File: src/rtl/latency_credit_rx.sv
// rtl/latency_credit_rx.sv - credit-gated receiver for a fixed-latency engine with result FIFO
`timescale 1ns/1ps
module latency_credit_rx #(
  parameter int DATA_WIDTH = 8,
  parameter int LATENCY    = 4,
  parameter int DEPTH      = 8
) (
  input  logic                         clk,
  input  logic                         rst_n,
  input  logic [DATA_WIDTH-1:0]        s_data,
  input  logic                         s_valid,
  output logic                         s_ready,
  output logic [DATA_WIDTH-1:0]        issue_data,
  output logic                         issue_valid,
  input  logic [DATA_WIDTH-1:0]        ret_data,
  input  logic                         ret_valid,
  output logic [DATA_WIDTH-1:0]        m_data,
  output logic                         m_valid,
  input  logic                         m_ready,
  output logic [$clog2(DEPTH+1)-1:0]   credits,
  output logic                         err
);

  localparam int CW = $clog2(DEPTH + 1);
  localparam int PW = $clog2(DEPTH);
  localparam logic [CW-1:0] DEPTH_C = CW'(DEPTH);

  generate
    if (LATENCY < 1 || DEPTH < 2 || (DEPTH & (DEPTH - 1)) != 0) begin : g_bad_params
      $error("latency_credit_rx: LATENCY must be >= 1 and DEPTH a power of two >= 2");
    end
  endgenerate

  logic [CW-1:0]         credits_q, credits_d;
  logic [CW-1:0]         count_q, count_d;
  logic [PW-1:0]         wr_ptr_q, wr_ptr_d;
  logic [PW-1:0]         rd_ptr_q, rd_ptr_d;
  logic                  s_ready_q, s_ready_d;
  logic                  m_valid_q, m_valid_d;
  logic                  err_q, err_d;
  logic [DATA_WIDTH-1:0] mem [DEPTH];

  logic                  issue, pop, full, wr_en, drop, unexpected;
  logic signed [CW+1:0]  in_flight;

  assign issue_valid = issue;
  assign issue_data  = s_data;
  assign s_ready     = s_ready_q;
  assign m_valid     = m_valid_q;
  assign m_data      = mem[rd_ptr_q];
  assign credits     = credits_q;
  assign err         = err_q;

  always_comb begin
    issue      = s_valid && s_ready_q;
    pop        = m_valid_q && m_ready;
    full       = (count_q == DEPTH_C);
    // Results not backed by a credit push this negative; treat <= 0 as nothing in flight.
    in_flight  = $signed({2'b00, DEPTH_C}) - $signed({2'b00, credits_q}) - $signed({2'b00, count_q});
    wr_en      = ret_valid && (!full || pop);
    drop       = ret_valid && full && !pop;
    unexpected = ret_valid && (in_flight[CW+1] || (in_flight == '0));

    credits_d = credits_q;
    if (issue && !pop) begin
      credits_d = credits_q - CW'(1);
    end else if (pop && !issue && (credits_q != DEPTH_C)) begin
      credits_d = credits_q + CW'(1);
    end

    count_d = count_q;
    if (wr_en && !pop) begin
      count_d = count_q + CW'(1);
    end else if (pop && !wr_en) begin
      count_d = count_q - CW'(1);
    end

    wr_ptr_d  = wr_en ? wr_ptr_q + PW'(1) : wr_ptr_q;
    rd_ptr_d  = pop   ? rd_ptr_q + PW'(1) : rd_ptr_q;
    s_ready_d = (credits_d != '0);
    m_valid_d = (count_d != '0);
    err_d     = err_q || drop || unexpected;
  end

  always_ff @(posedge clk or negedge rst_n) begin
    if (!rst_n) begin
      credits_q <= DEPTH_C;
      count_q   <= '0;
      wr_ptr_q  <= '0;
      rd_ptr_q  <= '0;
      s_ready_q <= 1'b1;
      m_valid_q <= 1'b0;
      err_q     <= 1'b0;
    end else begin
      credits_q <= credits_d;
      count_q   <= count_d;
      wr_ptr_q  <= wr_ptr_d;
      rd_ptr_q  <= rd_ptr_d;
      s_ready_q <= s_ready_d;
      m_valid_q <= m_valid_d;
      err_q     <= err_d;
    end
  end

  always_ff @(posedge clk) begin
    if (wr_en) begin
      mem[wr_ptr_q] <= ret_data;
    end
  end

endmodule

File: config.mk
export PLATFORM = sky130hd
export DESIGN_NAME = latency_credit_rx
export DESIGN_NICKNAME = d
export VERILOG_FILES = /design/src/rtl/latency_credit_rx.sv
export SDC_FILE = /design/constraint.sdc
export NUM_CORES = 1
export LEC_CHECK = 0
export ABC_AREA = 1
export ABC_CLOCK_PERIOD_IN_PS = 4100
export BUFFER_PORTS_ARGS = -buffer_cell sky130_fd_sc_hd__buf_2
export CAP_MARGIN = 20
export CORE_UTILIZATION = 62
export CTS_CLUSTER_DIAMETER = 50
export DETAILED_ROUTE_END_ITERATION = 12
export PLACE_DENSITY = 0.84
export SLEW_MARGIN = 20
export SYNTH_ARGS = -nofsm -noshare
export SYNTH_HDL_FRONTEND = slang
export SYNTH_SLANG_ARGS = --single-unit
File: constraint.sdc
create_clock -name clk -period 4.1 [get_ports clk]
set_input_delay 0 -clock clk [delete_from_list [all_inputs] [get_ports clk]]
set_output_delay 0 -clock clk [all_outputs]
set_load 0.02 [all_outputs]
# After elaboration in Yosys (flattened, before gate mapping)
# Memories as Yosys holds them, arrays and structs flattened.
# Cells that the tools add are included.
# totals
ff_bits,17
mem_bits_rw,64
input_bits,21
out_inout_bits,24
wordCells,46
n_memories,1
# memory_table
name,words,width,read_ports,rd_clocked_by_memory_dff,wr,line_no,text
mem,8,8,1,0,1,41,logic [DATA_WIDTH-1:0] mem [DEPTH];
# classes
n_addsub,8
eq_ne,2
n_mux,6
n_reduce_logical,22
# op_table
operator,count
2-to-1 mux 4 bit,4
logical AND 1 bit,11
adder 4 x 1 -> 4 bit (second input constant),2
nonzero test 4 bit,2
subtractor 4 x 1 -> 4 bit (second input constant),2
adder 3 x 1 -> 3 bit (second input constant),2
zero test 6 bit,1
subtractor 5 x 5 -> 6 bit,1
subtractor 4 x 4 -> 5 bit (first input constant),1
equality test 4 bit (second input constant),1
zero test 1 bit,4
logical OR 1 bit,4
inequality test 4 bit (second input constant),1
2-to-1 mux 1 bit,2

# Logic depth before layout (Yosys ltp)
# logic_depth
depth_word,9
depth_mapped,13
depth_no_buf,13

# Worst setup path after synthesis
# OpenSTA, ideal clock, no wires.
# synth_path
path_type,reg-to-reg
from,register credits_q[0] (netlist: credits[0])
to,register err_q (netlist: err)
setup_time_ns,0.116
t_arrival_ns,1.934
required_ns,3.984
slack_ns,2.049
path_stages_with_launch,14
n_path_buf,0
period_less_slack_ns,2.051
cell_sequence,dfrtp_1 > inv_1 > ha_1 > xor2_1 > inv_1 > ha_1 > a21oi_1 > nand2_1 > nand2_1 > nand2_1 > nand2_1 > nand2_1 > nand2_1 > nand2_1
# synth_between
elab_chain_len,6
# synth_rtl
item,line_no,text
start: declaration,34,"logic [CW-1:0] credits_q, credits_d;"
start signal: assignment,95,credits_q <= credits_d;
subtractor 4 x 4 -> 5 bit (*),59,"in_flight = $signed({2'b00, DEPTH_C}) - $signed({2'b00, credits_q}) - $signed({2'b00, count_q});"
subtractor 5 x 5 -> 6 bit (*),59,
zero test 6 bit,62,unexpected = ret_valid && (in_flight[CW+1] || (in_flight == '0));
logical OR 1 bit (*),62,
logical AND 1 bit (*),62,
logical OR 1 bit (*),82,err_d = err_q || drop || unexpected;
via err_d,40,"logic err_q, err_d;"
end signal: assignment,101,err_q <= err_d;
end: declaration,40,
# Mark *: on every way through the listed nets, which the timed path passes. The rest lies on a longest branch.
# A chain may end at the register's enable or synchronous reset.

# Final worst setup path
# layout_path
from,register count_q[1]
to,"memory mem[7][0], enable pin"
# layout_between
elab_chain_len,6
# layout_rtl
item,line_no,text
start: declaration,35,"logic [CW-1:0] count_q, count_d;"
start signal: assignment,96,count_q <= count_d;
equality test 4 bit,57,full = (count_q == DEPTH_C);
zero test 1 bit,60,wr_en = ret_valid && (!full || pop);
logical OR 1 bit,60,
logical AND 1 bit,60,
2-to-1 mux 1 bit,106,if (wr_en) begin
2-to-1 mux 1 bit (implied by the code),107,mem[wr_ptr_q] <= ret_data;
end: declaration,41,
# Every way passes these cells.

==> results.md <==
* Register area at 2350 um2
* Crit Path Category: register to register
* CTS tree: built
* Setup TNS at 0 ns
* CP endpoint kind: register
* EDFF count, synth at 64
* P per Cell Area at 750 nW/um2
* Ranking of synthesized cells by area: edfxtp_1 50%, dfrtp_1 9.8%, nand2_1 8.0%
* Flops & latches, synth at 81
* Worst hold path startpoint: s_data[5]
* Max_slew headroom at 0.524
* Mapped Area at 3840 um2
* Final #Nets at 436
* Most used flip-flop cell after synthesis: edfxtp_1
* Core footprint at 5960 um2
* First-pass DRT Iterations at 5
* Post-route worst setup slack at between 1.5 and 2 ns
* Routed len/inst at 16.7 um
* GR Util All Layers at 0.279
* GRT overflow at 0
* Vias in the first global route at roughly 2600
* Skew final at 0.00506 ns
* 1st-iter DRT viols at 289
* Multi-input logic area at around 1300 um2
* Final Setup Violations at 0
* DRT antenna net count at 0
* End of the worst hold path: issue_data[5]
* Worst-margin pin slew at 0.711 ns
* CP Cell Sequence: inv_1 -> ha_1 -> nand4_1 -> nand2_1 -> inv_1 -> nand2_1 -> nor2_1
* Wirelength, routed at 8080 um
* Vias per cell at about 5.7
* Period Utilization, post-route at 0.540
* Clock Latency Late Sink at 0.35 ns
* Die Wd at 80.7 um
* Max FO, Critical Path at 8
* Total CTS buffers at 9
* CP max stage cell: nor2_1
* H-tree depth at 3
* Synth warnings at 0
* Min-Delay Path Class: input port to primary output
* Max-cap violations at 0
* Fillers at 419
* Post-CTS Resized at 0
* Leak Pwr at around 1.7 nW
* Mapped Cells at 369
* Post-CTS Setup Inserts at 0
* Largest net degree at the start of global routing at 35
* Initial Util at 0.645
* Buf+Inv Stages, Crit Path at 2
* Hold path depth at 0
* Asr flop ratio synth at 0.210
* Post-synth top area share at 0.500
* Hold buffers post-CTS at 10
* Root buf cell: clkbuf_8
* Detailed Place HPWL at between 5000 and 6000 um
* Register area share after synthesis at 0.611
* Startpoint types: register
* Die Y at a little over 80 um
* IO Port Bufs at 28
* Dpl ws at between 1.5 and 2 ns
* Status: finished, final reports clean
* Initial antenna violation count at 0
* VDD IR-drop max at 0.473 mV
* # IOs at 45
* Most frequent cells after synthesis: 82 x nand2_1, 64 x edfxtp_1, 54 x nor2_1
* Fin. max-slew vios at 0
* Clock buffer depth at 2
* Routability Congestion at 0.924
* Final core utilization at 0.718
* Global-route wire length before repair at 12900 um
* CP Data Arrival Time at 2.20 ns
* Yosys top cell by area: edfxtp_1
* Post-synthesis area per instance at ~10 um2
* Netlist cell types at 34
* Area Overhead vs Synth at 11.3%
* CP max stage delay at 0.57 ns
* Worst path required time at 4.09 ns
* Syn Nets at 402
* Count leader, synth: nand2_1
* R2r startpoint: count_q[1]
* Number of diodes at 0
* Family with the most delay on the worst path: simple AND/OR/NAND/NOR gates
* Final min period at 2.21 ns
* Worst r2r dst: mem[7][0]
* Hold Violations, Final at 0
* Layout cells sized above 1 at 0.172
* R2r setup slk at about 1.9 ns
* Clk slew on worst S/H paths at 0.08 ns
* TritonCTS Sinks at 81
* RSZ-0062 raised after global routing: false
* Site Rows at 28
* Die area at 6520 um2
* FMAX at around 450 MHz
* Via count at 2777
* Worst reg2reg path depth at 7
* DRC Markers at 0
[layer usage]
metal  share of wire  vias up  GRT usage
met4           0.035        0      0.146
met2            0.48      152      0.434
met1            0.40     1286      0.378
li1                -     1308          -
met5               0        -          0
met3           0.091       31     0.0506
[layout make-up]
type | instances | area share
clock buffer | 9 | 0.0289
clock inverter | 7 | 0.0184
inverter | 28 | 0.0257
multi-input combinational | 244 | 0.298
sequential | 81 | 0.549
tap | 75 | 0.0219
timing repair buffer | 39 | 0.0579
[cells by family after synthesis]
| group | Yosys count | synth area share |
|---|---|---|
| compound gates | 61 | 0.0837 |
| simple gates | 165 | 0.191 |
| fa+ha+maj | 12 | 0.0410 |
| xor+xnor | 6 | 0.0156 |
| flops | 81 | 0.611 |
| buf+inv | 44 | 0.0570 |
[power breakdown]
group	total [W]	internal [W]	leakage [nW]	switching, W
logic	0.00143	0.000470	0.874	0.000960
clock network	0.000583	0.000287	0.0994	0.000295
registers	0.00120	0.00106	0.773	0.000140
[worst max path at each step]
stage / start / end / cells after the start
after CTS: rd_ptr_q[0] / m_data[0] / 7
final: count_q[1] / mem[7][0] / 7
after floorplan: credits[0] / err / 13
after global placement: count_q[0] / mem[2][4] / 6
after detailed placement: count_q[1] / mem[0][3] / 6
after global routing: credits[0] / err / 13
[per-stage QoR]
stage               cells  hold slack [ns]  power, W  cell area (um2)
detailed placement    457          -0.0520   0.00261             3980
global placement      457          -0.0523   0.00256             3980
finish                483       0.00000882   0.00321             4280
floorplan             369           -0.296   0.00224             3840
global route          483        0.0000487   0.00344             4280
CTS                   483         0.000236   0.00320             4280
[registers in the layout, summed over array words and instances, names as in the netlist]
signal,flops
count_q,4
credits,4
err,1
m_valid,1
mem,64
rd_ptr_q,3
s_ready,1
wr_ptr_q,3
[placed cells by master, fill, tap and decap left out, drive strengths merged, types with 2 or more instances in the layout]
master | Yosys | final
ha | 11 | 11
a31oi | 8 | 8
dfstp | 2 | 2
clkinv | 2 | 5
buf | 16 | 29
o21ai | 40 | 40
a21oi | 12 | 12
nor2 | 57 | 57
nand3 | 13 | 13
dlygate4sd3 | 0 | 10
edfxtp | 64 | 64
nand2 | 88 | 88
dfrtp | 15 | 15
inv | 26 | 28
nand4 | 2 | 2
xor2 | 6 | 6
or2 | 2 | 2
clkbuf | 0 | 9
nand3b | 2 | 2
[worst reg2reg max path, stage by stage (launching register included)]
cell	delay (ns)
dfrtp_1	0.48
inv_1	0.13
ha_1	0.21
nand4_1	0.11
nand2_1	0.11
inv_1	0.12
nand2_1	0.12
nor2_1	0.57
Note: power is estimated with default switching activity, not from simulation.
